$ cat src/rtl/seg_pkg.sv
// Shared types and constants for the seven-segment scan driver.
package seg_pkg;

  localparam int unsigned NUM_DIGITS = 8;
  localparam logic [7:0]  BLANK_SEG  = 8'hFF;
  localparam logic [7:0]  AN_OFF     = 8'hFF;

  typedef enum logic [1:0] {
    OFF  = 2'd0,
    LOAD = 2'd1,
    SCAN = 2'd2
  } scan_state_e;

endpackage

$ cat src/rtl/tick_div.sv
// Free-running prescaler: counts 0..DIV-1 while enabled and flags the last count.
module tick_div #(
  parameter int unsigned DIV = 1000
) (
  input  logic clk,
  input  logic rst,
  input  logic clr,
  input  logic en,
  output logic tick_c
);

  localparam int unsigned W    = (DIV > 1) ? $clog2(DIV) : 1;
  localparam logic [W-1:0] LAST = W'(DIV - 1);

  logic [W-1:0] cnt;

  assign tick_c = (cnt == LAST);

  always_ff @(posedge clk) begin
    if (rst || clr) begin
      cnt <= '0;
    end else if (en) begin
      cnt <= tick_c ? '0 : cnt + W'(1);
    end
  end

endmodule

$ cat src/rtl/seg_scanner.sv
// Time-multiplexed seven-segment driver with frame-coherent shadow capture
// and optional whole-panel blinking.
module seg_scanner
  import seg_pkg::*;
#(
  parameter int unsigned CLK_DIV   = 1000,
  parameter int unsigned BLINK_DIV = 64
) (
  input  logic       clk_i,
  input  logic       rst_i,
  input  logic       en_i,
  input  logic [7:0] segs_i [NUM_DIGITS-1:0],
  input  logic       blink_i,
  output logic [7:0] seg_o,
  output logic [7:0] an_o,
  output logic       frame_o
);

  localparam int unsigned IDX_W = $clog2(NUM_DIGITS);
  localparam int unsigned FW    = (BLINK_DIV > 1) ? $clog2(BLINK_DIV) : 1;
  localparam logic [IDX_W-1:0] IDX_LAST  = IDX_W'(NUM_DIGITS - 1);
  localparam logic [FW-1:0]    FCNT_LAST = FW'(BLINK_DIV - 1);

  scan_state_e      state, next_state;
  logic [7:0]       shadow [NUM_DIGITS-1:0];
  logic [IDX_W-1:0] idx;
  logic [FW-1:0]    fcnt;
  logic             phase;
  logic             tick_c;
  logic             scan_c;
  logic             frame_c;

  assign scan_c  = (state == SCAN) && en_i;
  assign frame_c = scan_c && tick_c && (idx == IDX_LAST);

  tick_div #(.DIV(CLK_DIV)) u_div (
    .clk    (clk_i),
    .rst    (rst_i),
    .clr    (state != SCAN),
    .en     (scan_c),
    .tick_c (tick_c)
  );

  always_ff @(posedge clk_i) begin
    if (rst_i) state <= OFF;
    else       state <= next_state;
  end

  // Disable wins over any scan event in the same cycle.
  always_comb begin
    next_state = state;
    case (state)
      OFF:     if (en_i) next_state = LOAD;
      LOAD:    next_state = SCAN;
      SCAN:    if (!en_i) next_state = OFF;
      default: next_state = OFF;
    endcase
  end

  // Shadow, digit index and blink phase; shadow only refreshes between frames.
  always_ff @(posedge clk_i) begin
    if (rst_i) begin
      shadow <= '{default: BLANK_SEG};
      idx    <= '0;
      fcnt   <= '0;
      phase  <= 1'b0;
    end else begin
      if (state == OFF) begin
        idx   <= '0;
        fcnt  <= '0;
        phase <= 1'b0;
      end
      if (state == LOAD) begin
        shadow <= segs_i;
        idx    <= '0;
      end
      if (scan_c && tick_c) idx <= idx + IDX_W'(1);
      if (frame_c) begin
        shadow <= segs_i;
        if (fcnt == FCNT_LAST) begin
          fcnt  <= '0;
          phase <= ~phase;
        end else begin
          fcnt <= fcnt + FW'(1);
        end
      end
    end
  end

  // Blanking only masks segments; digit enables keep scanning.
  always_ff @(posedge clk_i) begin
    if (rst_i) begin
      an_o    <= AN_OFF;
      seg_o   <= BLANK_SEG;
      frame_o <= 1'b0;
    end else begin
      frame_o <= frame_c;
      if (state == SCAN) begin
        an_o  <= ~(8'(1) << idx);
        seg_o <= (blink_i && phase) ? BLANK_SEG : shadow[idx];
      end else begin
        an_o  <= AN_OFF;
        seg_o <= BLANK_SEG;
      end
    end
  end

endmodule

$ cat config.mk
export PLATFORM = sky130hd
export DESIGN_NAME = seg_scanner
export DESIGN_NICKNAME = d
export VERILOG_FILES = /design/src/rtl/seg_pkg.sv /design/src/rtl/tick_div.sv /design/src/rtl/seg_scanner.sv
export SDC_FILE = /design/constraint.sdc
export NUM_CORES = 1
export LEC_CHECK = 0
export CELL_PAD_IN_SITES_DETAIL_PLACEMENT = 1
export CELL_PAD_IN_SITES_GLOBAL_PLACEMENT = 1
export CORE_MARGIN = 2
export CORE_UTILIZATION = 30
export DETAILED_ROUTE_END_ITERATION = 10
export PLACE_DENSITY = 0.62
export SYNTH_ARGS = -nofsm -noshare
export SYNTH_HDL_FRONTEND = slang
export SYNTH_SLANG_ARGS = --single-unit
$ cat constraint.sdc
create_clock -name clk_i -period 1.9 [get_ports clk_i]
set_input_delay 0.19 -clock clk_i [delete_from_list [all_inputs] [get_ports clk_i]]
set_output_delay 0.19 -clock clk_i [all_outputs]
set_load 0.01 [all_outputs]
==> results.ini, run 1 <==
[status]
status=complete, no violations

[placed_design]
dp_hpwl_um=8540
dpl_cell_area_um2=5690
port-buffer-count=84
gp_congestion=0.811
pre_cts_slack_ns=-0.0961

[grt]
met2_usage_pct=25.9
busiest_layer=met2
gr-total-overflow=0
grt_max_degree=85
grt_util_met1_pct=18.7
antenna_found_initial=0
grt_pass1_vias=3844
grt_util_met3_pct=4.13
grt_pass1_wl_um=19200
grt.total_usage_pct=15.0

[clocking]
cts_tree=built
numCtsBuffers=9
clock_sinks=103
htreeDepth=3
clock_latency_ns=0.35
clk_path_buf_depth=2
clockRootBuffer=clkbuf_16
cts.clk_slew.worst_paths_ns=0.07

[timing]
relSlewSlack_pct=74.4
rsz0062_at_grt=no
setup_viol=0
period_minus_slack_ns=1.83
finalCritPeriodShare_pct=96.1
tightestPinTransition_ns=0.383
fin_ws_ns=0.0734
hold_viol=0
holdWs_ns=0.264
clock_skew_ns=0.00813
drv_slew=0
fmax_mhz=547
setup_tns_ns=0

[routing]
drtAntennaViolNets=0
drt_iter0_markers=138
wl_per_cell_um=15.6
dr.pass1.iters=6
drc=0
wirelength_um=11900
via_per_inst=4.72
vias=3603

[die]
start_util_pct=30.8
io-pin-count=85
die_w_um=126
die_h_um=126
fp-row-count=44
coreArea_um2=14600
dieArea_um2=16000

[yosys]
postSynthAreaPerCell_um2=9.32
synth-edff-count=0
netlist_instances=483
synth-compound-area-share_pct=1.97
synthXorXnorAreaFrac_pct=1.75
muxShareOfSynthArea_pct=22.5
yosys_most_used_dff=dfxtp_1
syn_nets=559
synth_top_family_by_area=multiplexers
yosysUniqueCellTypes=39
yosys_warnings=0
seq_area_frac_synth_pct=45.8
synthAdderAreaFrac_pct=2.22
netlist_area_um2=4500
synthArstFlopShare_pct=0
ys_seq_elements=103
yosys.area_share.simple_pct=22.3

[flow_run]
max-cap-violations=0

[power_and_ir_drop]
pwr-share-comb_pct=10.7
powerDensity_nw_per_um2=746
p_int_w=0.00342
p_clk_share_pct=39.2
vdd_drop_max_mv=0.437
switching_share_pct=24.7
p_switching_w=0.00112
seqPwrFrac_pct=50.1
leakage_nw=2.54

[finish]
multi_input_area_um2=2350
final_cell_mix=143 x nor2_1, 99 x dfxtp_1, 83 x clkdlybuf4s50_1
final_net_count=651
n_antenna_cell=0
seqCellArea_um2=2070
final_util_pct=41.6
final_cell_area_um2=6070
n_fill_cell=1663
drive_above_1_share_pct=14.3
mostFrequentLayoutCell=nor2_1
synthToLayoutAreaGrowth_pct=35.0

[hold_path]
hold_path.class=in -> reg

[worst_setup_path]
critPathLaunchType=flip-flop
cp-end-kind=flip-flop
cp.arrival_ns=2.10
cp.required_ns=2.18
setup.worst_path.class=reg -> reg
path_max_fanout=5

==> power groups by stage <==
| stage | combinational (W) | clock, W | sequential (W) |
|---|---|---|---|
| 6_report | 0.000484 | 0.00178 | 0.00227 |
| 2_1_floorplan | 0.000241 | 0 | 0.00231 |
| 4_1_cts | 0.000476 | 0.00183 | 0.00227 |
| 3_5_place_dp | 0.000474 | 0 | 0.00232 |
| 3_3_place_gp | 0.000463 | 0 | 0.00232 |
| 5_1_grt | 0.000526 | 0.00191 | 0.00228 |
==> registers in the layout (all words and copies together), names as in the netlist <==
name and cells:
fcnt 6, an_o 8, frame_o 1, seg_o 8, phase 1, u_div.cnt 10
state 2, shadow 64, idx 3
==> critical path: stages, from the launching register on <==
cell	delay [ns]
dfxtp_2	0.36
ha_4	0.16
ha_4	0.13
nand2_2	0.07
or4_4	0.52
or3_1	0.36
a31oi_1	0.16
==> cell families (layout without fill, tap and decap cells) <==
| family | after synthesis | after routing |
|---|---|---|
| AOI/OAI and AO/OA | 16 | 16 |
| xor gates and xnor gates | 9 | 9 |
| adders and majority gates | 8 | 8 |
| buffers and inverters | 37 | 134 |
| DFF | 103 | 103 |
| muxes | 81 | 81 |
| and+or+nand+nor | 229 | 229 |
==> area by class of cell <==
type | count | share of cell area (%)
sequential | 103 | 34.0
clock inverter | 7 | 0.886
tap | 184 | 3.79
clock buffer | 9 | 3.71
timing repair buffer | 112 | 18.6
multi-input combinational | 343 | 38.6
inverter | 6 | 0.371
==> final timing paths <==
kind	to	start	depth (start not counted)	slack [ns]
max	fcnt[5]	idx[0]	6	0.07
max reg2reg	fcnt[5]	idx[0]	6	0.07
min	u_div.cnt[4]	rst_i	3	0.26
min reg2reg	fcnt[0]	fcnt[0]	2	0.51
==> repair_timing <==
| action | in CTS | in global routing |
|---|---|---|
| endpoints found under the setup margin | 18 | 26 |
| setup buffers | 0 | 2 |
| pin swaps | 1 | 1 |
| hold buffers | 0 | 0 |
| hold endpoints to repair | 0 | 0 |
| cloned | 0 | 1 |
| gates resized for setup | 5 | 3 |
==> Yosys cell counts, types with 5 or more instances <==
library cell	instances	area share [%]
nand2_1	30	2.5
dfxtp_1	103	46
mux4_2	16	8.0
mux2i_1	65	14
nand3_1	25	2.8
buf_2	9	1.0
nor2_1	143	12
clkbuf_1	21	1.8
a21oi_1	10	1.1
nor3_1	5	0.56
ha_1	8	2.2
xnor2_1	5	0.97
==> through the flow <==
step	instances	power (W)
after floorplan	483	0.00255
after global placement	745	0.00278
after detailed placement	745	0.00280
after CTS	761	0.00458
after global routing	764	0.00472
final	764	0.00453
==> layer usage <==
layer | up-vias | routed length (um)
met1 | 1727 | 5510
met3 | 10 | 446
li1 | 1808 | -
met5 | - | 0
met4 | 0 | 98
met2 | 58 | 5880
No activity file was read; power rests on OpenSTA's default activity.
==> inputs of run 2 (changes only) <==
--- a/config.mk
+++ b/config.mk
@@ -9,8 +9,10 @@
 export CELL_PAD_IN_SITES_GLOBAL_PLACEMENT = 1
 export CORE_MARGIN = 2
 export CORE_UTILIZATION = 30
+export CTS_CLUSTER_SIZE = 20
 export DETAILED_ROUTE_END_ITERATION = 10
-export PLACE_DENSITY = 0.62
+export PLACE_DENSITY = 0.61
 export SYNTH_ARGS = -nofsm -noshare
 export SYNTH_HDL_FRONTEND = slang
+export SYNTH_HIERARCHICAL = 1
 export SYNTH_SLANG_ARGS = --single-unit
==> run 2 against run 1 <==
  * Critical path depth up 2
  * Hold slack better by 0.068 ns
  * Largest power group unchanged
  * Cell area up 0.33%
  * Synthesized cell count down 14%
  * Die area down 1.5%
  * Clock power up 5%
  * Setup slack worse by 0.082 ns
  * The flow now finishes with violations (setup timing)
==> results.ini, run 2 <==
[yosys]
yosysUniqueCellTypes=45
ys_seq_elements=103
synth-edff-count=0
synth_top_family_by_area=simple AND/OR/NAND/NOR gates
yosys_warnings=6
yosysMostFrequentCell=dfxtp_1
synthArstFlopShare_pct=0
synth_area_leaders=dfxtp_1 47%, a211o_1 13%, nor2b_1 9.2%
synth_largest_area_cell=dfxtp_1
synth-compound-area-share_pct=17.5
muxShareOfSynthArea_pct=8.36
netlist_instances=416
synthAdderAreaFrac_pct=2.26
netlist_area_um2=4430
yosys.area_share.simple_pct=19.5
syn_nets=492
postSynthAreaPerCell_um2=10.6
seq_area_frac_synth_pct=46.6
synth_commonest_cells=103 x dfxtp_1, 65 x nor2b_1, 64 x a211o_1, 28 x nand2_1, 20 x nand3_1
synthXorXnorAreaFrac_pct=0.989
netlist.area_leader.share_pct=46.6
yosys_most_used_dff=dfxtp_1

[placed_design]
port-buffer-count=84
dp_hpwl_um=7920
gp_congestion=0.723
place_inst=683
pre_cts_slack_ns=-0.0272

[worst_setup_path]
cp.required_ns=2.14
cp_slowest_stage_delay_ns=0.35
cp-end-kind=flip-flop
cp.arrival_ns=2.15
reg2reg_from=u_div/cnt[0]
critPathLaunchType=flip-flop
path_buf_inv=2
cpMaxStageDelayCell=dfxtp_2
path_max_fanout=9
cp_cell_sequence=ha_4 -> nand2_4 -> nor3_4 -> and4b_2 -> a21oi_4 -> buf_6 -> clkbuf_16 -> a211o_1
setup.worst_path.class=reg -> reg
r2r_slack_ns=-0.009
path_delay_family=simple AND/OR/NAND/NOR gates
timing.rr.end=shadow[27]
worst-r2r-cell-count=8

[power_and_ir_drop]
vdd_drop_max_mv=0.404
total_power_w=0.00470
switching_share_pct=23.2
p_clk_share_pct=39.8
p_int_w=0.00361
pwr-share-comb_pct=10.8
p_switching_w=0.00109
seqPwrFrac_pct=49.4
leakage_nw=2.23
powerDensity_nw_per_um2=772

[timing]
drv_slew=0
clock_skew_ns=0.00774
hold_viol=0
rsz0062_at_grt=yes
holdWs_ns=0.331
tightestPinTransition_ns=0.618
period_minus_slack_ns=1.91
fmax_mhz=524
fin_ws_ns=-0.00895
relSlewSlack_pct=58.8
finalCritPeriodShare_pct=100
setup_viol=6

[routing]
wirelength_um=11800
dr.pass1.iters=4
drt_iter0_markers=175
vias=3536
drtAntennaViolNets=0
drc=0
wl_per_cell_um=16.7
via_per_inst=5.00

[die]
dieArea_um2=15800
die_h_um=126
fp-row-count=44
start_util_pct=30.6
coreArea_um2=14500
die_w_um=126
io-pin-count=85

[finish]
mostFrequentLayoutCell=dfxtp_1
synthToLayoutAreaGrowth_pct=37.6
drive_above_1_share_pct=18.0
finalNonFillerCells=707
largest_reg_flops=64
top_regs=shadow x64, u_div/cnt x10
final_util_pct=42.1
regMostFlops=shadow
final_net_count=594
n_antenna_cell=0
final_cell_mix=98 x dfxtp_1, 83 x clkdlybuf4s50_1, 65 x nor2b_1

[clocking]
clk_path_buf_depth=2
clock_sinks=103
cts_tree=built
htreeDepth=3
cts.clk_slew.worst_paths_ns=0.07
numCtsBuffers=9
postCtsHoldBufs=0
clock_latency_ns=0.35
clockRootBuffer=clkbuf_16

[hold_path]
hold_path.class=in -> reg
hold_depth=2
hold_start=rst_i
hold-path-endpoint=frame_o

[grt]
gr-total-overflow=0
antenna_found_initial=0
grt.total_usage_pct=15.0
grt_pass1_wl_um=18800
grt_pass1_vias=3661
grt_max_degree=57

[flow_run]
max-cap-violations=0

[status]
status=finished with violations
violations=setup timing

-- run 2: cell types whose count changed after synthesis, sizes merged, moves of 3 or more --
| cell | change |
|---|---|
| nor2 | -127 |
| a211o | +64 |
| mux2i | -64 |
| nor2b | +63 |
| buf | +11 |
| clkbuf | -11 |
| nand3 | -5 |
| or2 | -5 |
| xnor2 | -3 |
-- run 2: worst max-delay path by stage --
stage	startpoint	end	slack (ns)	cells past startpoint
2_1_floorplan	u_div/cnt[3]	shadow[0]	0.001	8
3_3_place_gp	en_i	shadow[19]	0.02	6
3_5_place_dp	en_i	shadow[21]	-0.03	6
4_1_cts	u_div/cnt[1]	phase	0.003	8
5_1_grt	u_div/cnt[1]	shadow[52]	-0.08	8
6_report	u_div/cnt[0]	shadow[27]	-0.009	8
-- run 2: area by class of cell --
| type | count | area (um^2) |
|---|---|---|
| Clock buffer | 10 | 229 |
| Fill cell | 1604 | 8380 |
| Clock inverter | 6 | 70.1 |
| Tap cell | 184 | 230 |
| Inverter | 5 | 18.8 |
| Sequential cell | 103 | 2070 |
| Timing Repair Buffer | 122 | 1240 |
| Multi-Input combinational cell | 277 | 2240 |
-- run 2: timing repair --
item                                   4_1_cts  5_1_grt
setup buffers                                4        0
cloned                                       2        2
resized for setup                            7        7
endpoints found under the hold margin        0        0
setup endpoints to repair                   34       79
pin swaps                                    4        3
-- run 2: per-layer routing --
metal	wire length (um)	track usage, %	vias up
li1	-	-	1722
met5	0	0	-
met3	381	4.15	8
met4	87	2.94	0
met2	5970	25.6	53
met1	5400	19.2	1753
-- run 2: cell families after synthesis --
group / after synthesis
flops: 103
simple gates: 155
compound gates: 92
mux: 17
xor+xnor: 5
buf+inv: 36
fa+ha+maj: 8
-- run 2: power by group through the flow --
stage	logic (W)	clock network, W	registers (W)
3_5_place_dp	0.000468	0	0.00237
5_1_grt	0.000550	0.00202	0.00234
2_1_floorplan	0.000284	0	0.00235
6_report	0.000507	0.00187	0.00233
3_3_place_gp	0.000456	0	0.00237
4_1_cts	0.000499	0.00193	0.00232
-- run 2: metrics by stage --
step	setup TNS, ns	instance area (um^2)
after floorplan	0	4480
after global placement	0	5620
after detailed placement	-0.293	5620
after CTS	0	6010
after global routing	-4.04	6090
final	-0.0177	6090
==> inputs of run 3 (changes only) <==
--- a/config.mk
+++ b/config.mk
@@ -7,7 +7,7 @@
 export LEC_CHECK = 0
 export CELL_PAD_IN_SITES_DETAIL_PLACEMENT = 1
 export CELL_PAD_IN_SITES_GLOBAL_PLACEMENT = 1
-export CORE_MARGIN = 2
+export CORE_MARGIN = 1.5
 export CORE_UTILIZATION = 30
 export CTS_CLUSTER_SIZE = 20
 export DETAILED_ROUTE_END_ITERATION = 10
==> run 3 against run 2 <==
  * The run now ends clean
  * First-iteration DRC count rose by 43%
  * Count of clock-buffer cells in the layout stayed put
  * Cell area fell by 2.1%
  * Clock skew down 0.0010 ns
  * Critical path depth stayed put
  * Combinational power shrank 8.7%
  * Cell count is 0.42% lower
  * Sequential power about the same
  * Hold slack got worse by 0.020 ns
  * Critical path type unchanged
  * Highest routed layer unchanged
==> results.ini, run 3 (synthesis gave the netlist of run 2 again) <==
[status]
status=complete, no violations

[timing]
fin_ws_ns=0.0406
rsz0062_at_grt=yes
finalCritPeriodShare_pct=97.9
clock_skew_ns=0.00673
period_minus_slack_ns=1.86
fmax_mhz=538
hold_viol=0
setup_viol=0
drv_slew=0
holdWs_ns=0.312
tightestPinTransition_ns=0.568
relSlewSlack_pct=62.1

[grt]
gr-total-overflow=0
grt_max_degree=65
antenna_found_initial=0
grt_pass1_vias=3598
grt_pass1_wl_um=18200
grt.total_usage_pct=14.8

[worst_setup_path]
path_delay_family=compound AO/OA/AOI/OAI gates
cp_slowest_stage_delay_ns=0.34
cp.depth=8
path_buf_inv=1
setup.worst_path.class=reg -> reg
timing.rr.end=shadow[16]
reg2reg_from=u_div/cnt[1]
startpoint=u_div/cnt[1]
cp_cell_sequence=ha_4 -> nand2_4 -> nor3_4 -> and4b_2 -> a21oi_4 -> buf_12 -> nor2b_1 -> a211o_1
cpMaxStageDelayCell=dfxtp_2
r2r_slack_ns=0.04
path_max_fanout=64
worst-r2r-cell-count=8
critPathLaunchType=flip-flop
worstSetupEndpoint=shadow[16]
cp-end-kind=flip-flop
cp.arrival_ns=2.10
cp.required_ns=2.14

[clocking]
cts.clk_slew.worst_paths_ns=0.07
numCtsBuffers=9
htreeDepth=3
clock_latency_ns=0.35
cts_tree=built
postCtsHoldBufs=0
clockRootBuffer=clkbuf_16
clk_path_buf_depth=2
clock_sinks=103

[finish]
finalNonFillerCells=704
mostFrequentLayoutCell=dfxtp_1
drive_above_1_share_pct=17.5
final_cell_mix=98 x dfxtp_1, 83 x clkdlybuf4s50_1, 65 x nor2b_1
synthToLayoutAreaGrowth_pct=34.7
largest_reg_flops=64
top_regs=shadow x64, u_div/cnt x10
regMostFlops=shadow
n_fill_cell=1636
n_antenna_cell=0
final_net_count=591

[power_and_ir_drop]
leakage_nw=2.17
vdd_drop_max_mv=0.400
powerDensity_nw_per_um2=767

[placed_design]
pre_cts_slack_ns=0.00101
dp_hpwl_um=7900
port-buffer-count=84
place_inst=687
gp_congestion=0.792

[flow_run]
max-cap-violations=0

[routing]
via_per_inst=4.90
dr.pass1.iters=4
vias=3453
wl_per_cell_um=15.9
drt_iter0_markers=251
drtAntennaViolNets=0
drc=0
wirelength_um=11200

[hold_path]
hold_path.class=in -> reg

[die]
die_w_um=125
die_h_um=125
io-pin-count=85
fp-row-count=44
coreArea_um2=14500
start_util_pct=30.6
dieArea_um2=15500

-- run 3: cell types whose count changed in the layout (fill, tap and decap cells not counted), moves of 2 or more --
cell	change
clkbuf_16	-2
clkinv_4	-2
buf_4	+2
buf_16	-2
-- run 3: power breakdown --
group | internal, W | total (W) | leakage [nW] | switching (W)
sequential | 0.00226 | 0.00232 | 0.846 | 0.0000585
clock | 0.000932 | 0.00179 | 0.139 | 0.000857
combinational | 0.000289 | 0.000463 | 1.18 | 0.000174
-- run 3: worst min path at each step --
stage / cells after the start / to / start / slack, ns
after CTS: 2 / frame_o / rst_i / 0.30
after global placement: 1 / shadow[40] / shadow[40] / 0.44
final: 2 / frame_o / rst_i / 0.31
after detailed placement: 1 / shadow[30] / shadow[30] / 0.45
after floorplan: 2 / state[0] / en_i / 0.32
after global routing: 2 / frame_o / rst_i / 0.33
-- run 3: cell type report --
class	count	area (um^2)	area share, %
multi-input combinational	277	2230	37.4
sequential	103	2070	34.7
timing repair buffer	119	1140	19.0
clock buffer	10	239	4.00
tap	184	230	3.86
clock inverter	6	43.8	0.734
inverter	5	18.8	0.314
-- run 3: per-layer routing --
layer	up-vias	wire length (um)	share of wire, %	GRT usage, %
li1	1703	-	-	-
met1	1693	5130	46	18.3
met2	50	5590	50	25.2
met3	7	367	3.3	4.04
met4	0	112	1.0	4.26
met5	-	0	0	0
-- run 3: metrics by stage --
stage	total power, W	util [%]	TNS [ns]	cell area (um^2)
2_1_floorplan	0.00263	-	0	4480
3_3_place_gp	0.00283	39.0	0	5650
3_5_place_dp	0.00284	39.0	0	5650
4_1_cts	0.00464	41.0	0	5930
5_1_grt	0.00479	41.2	-0.978	5970
6_report	0.00457	41.2	0	5970
-- run 3: what timing repair did --
item,CTS,global route
buffers inserted,0,1
endpoints found under the setup margin,0,81
resized for setup,0,10
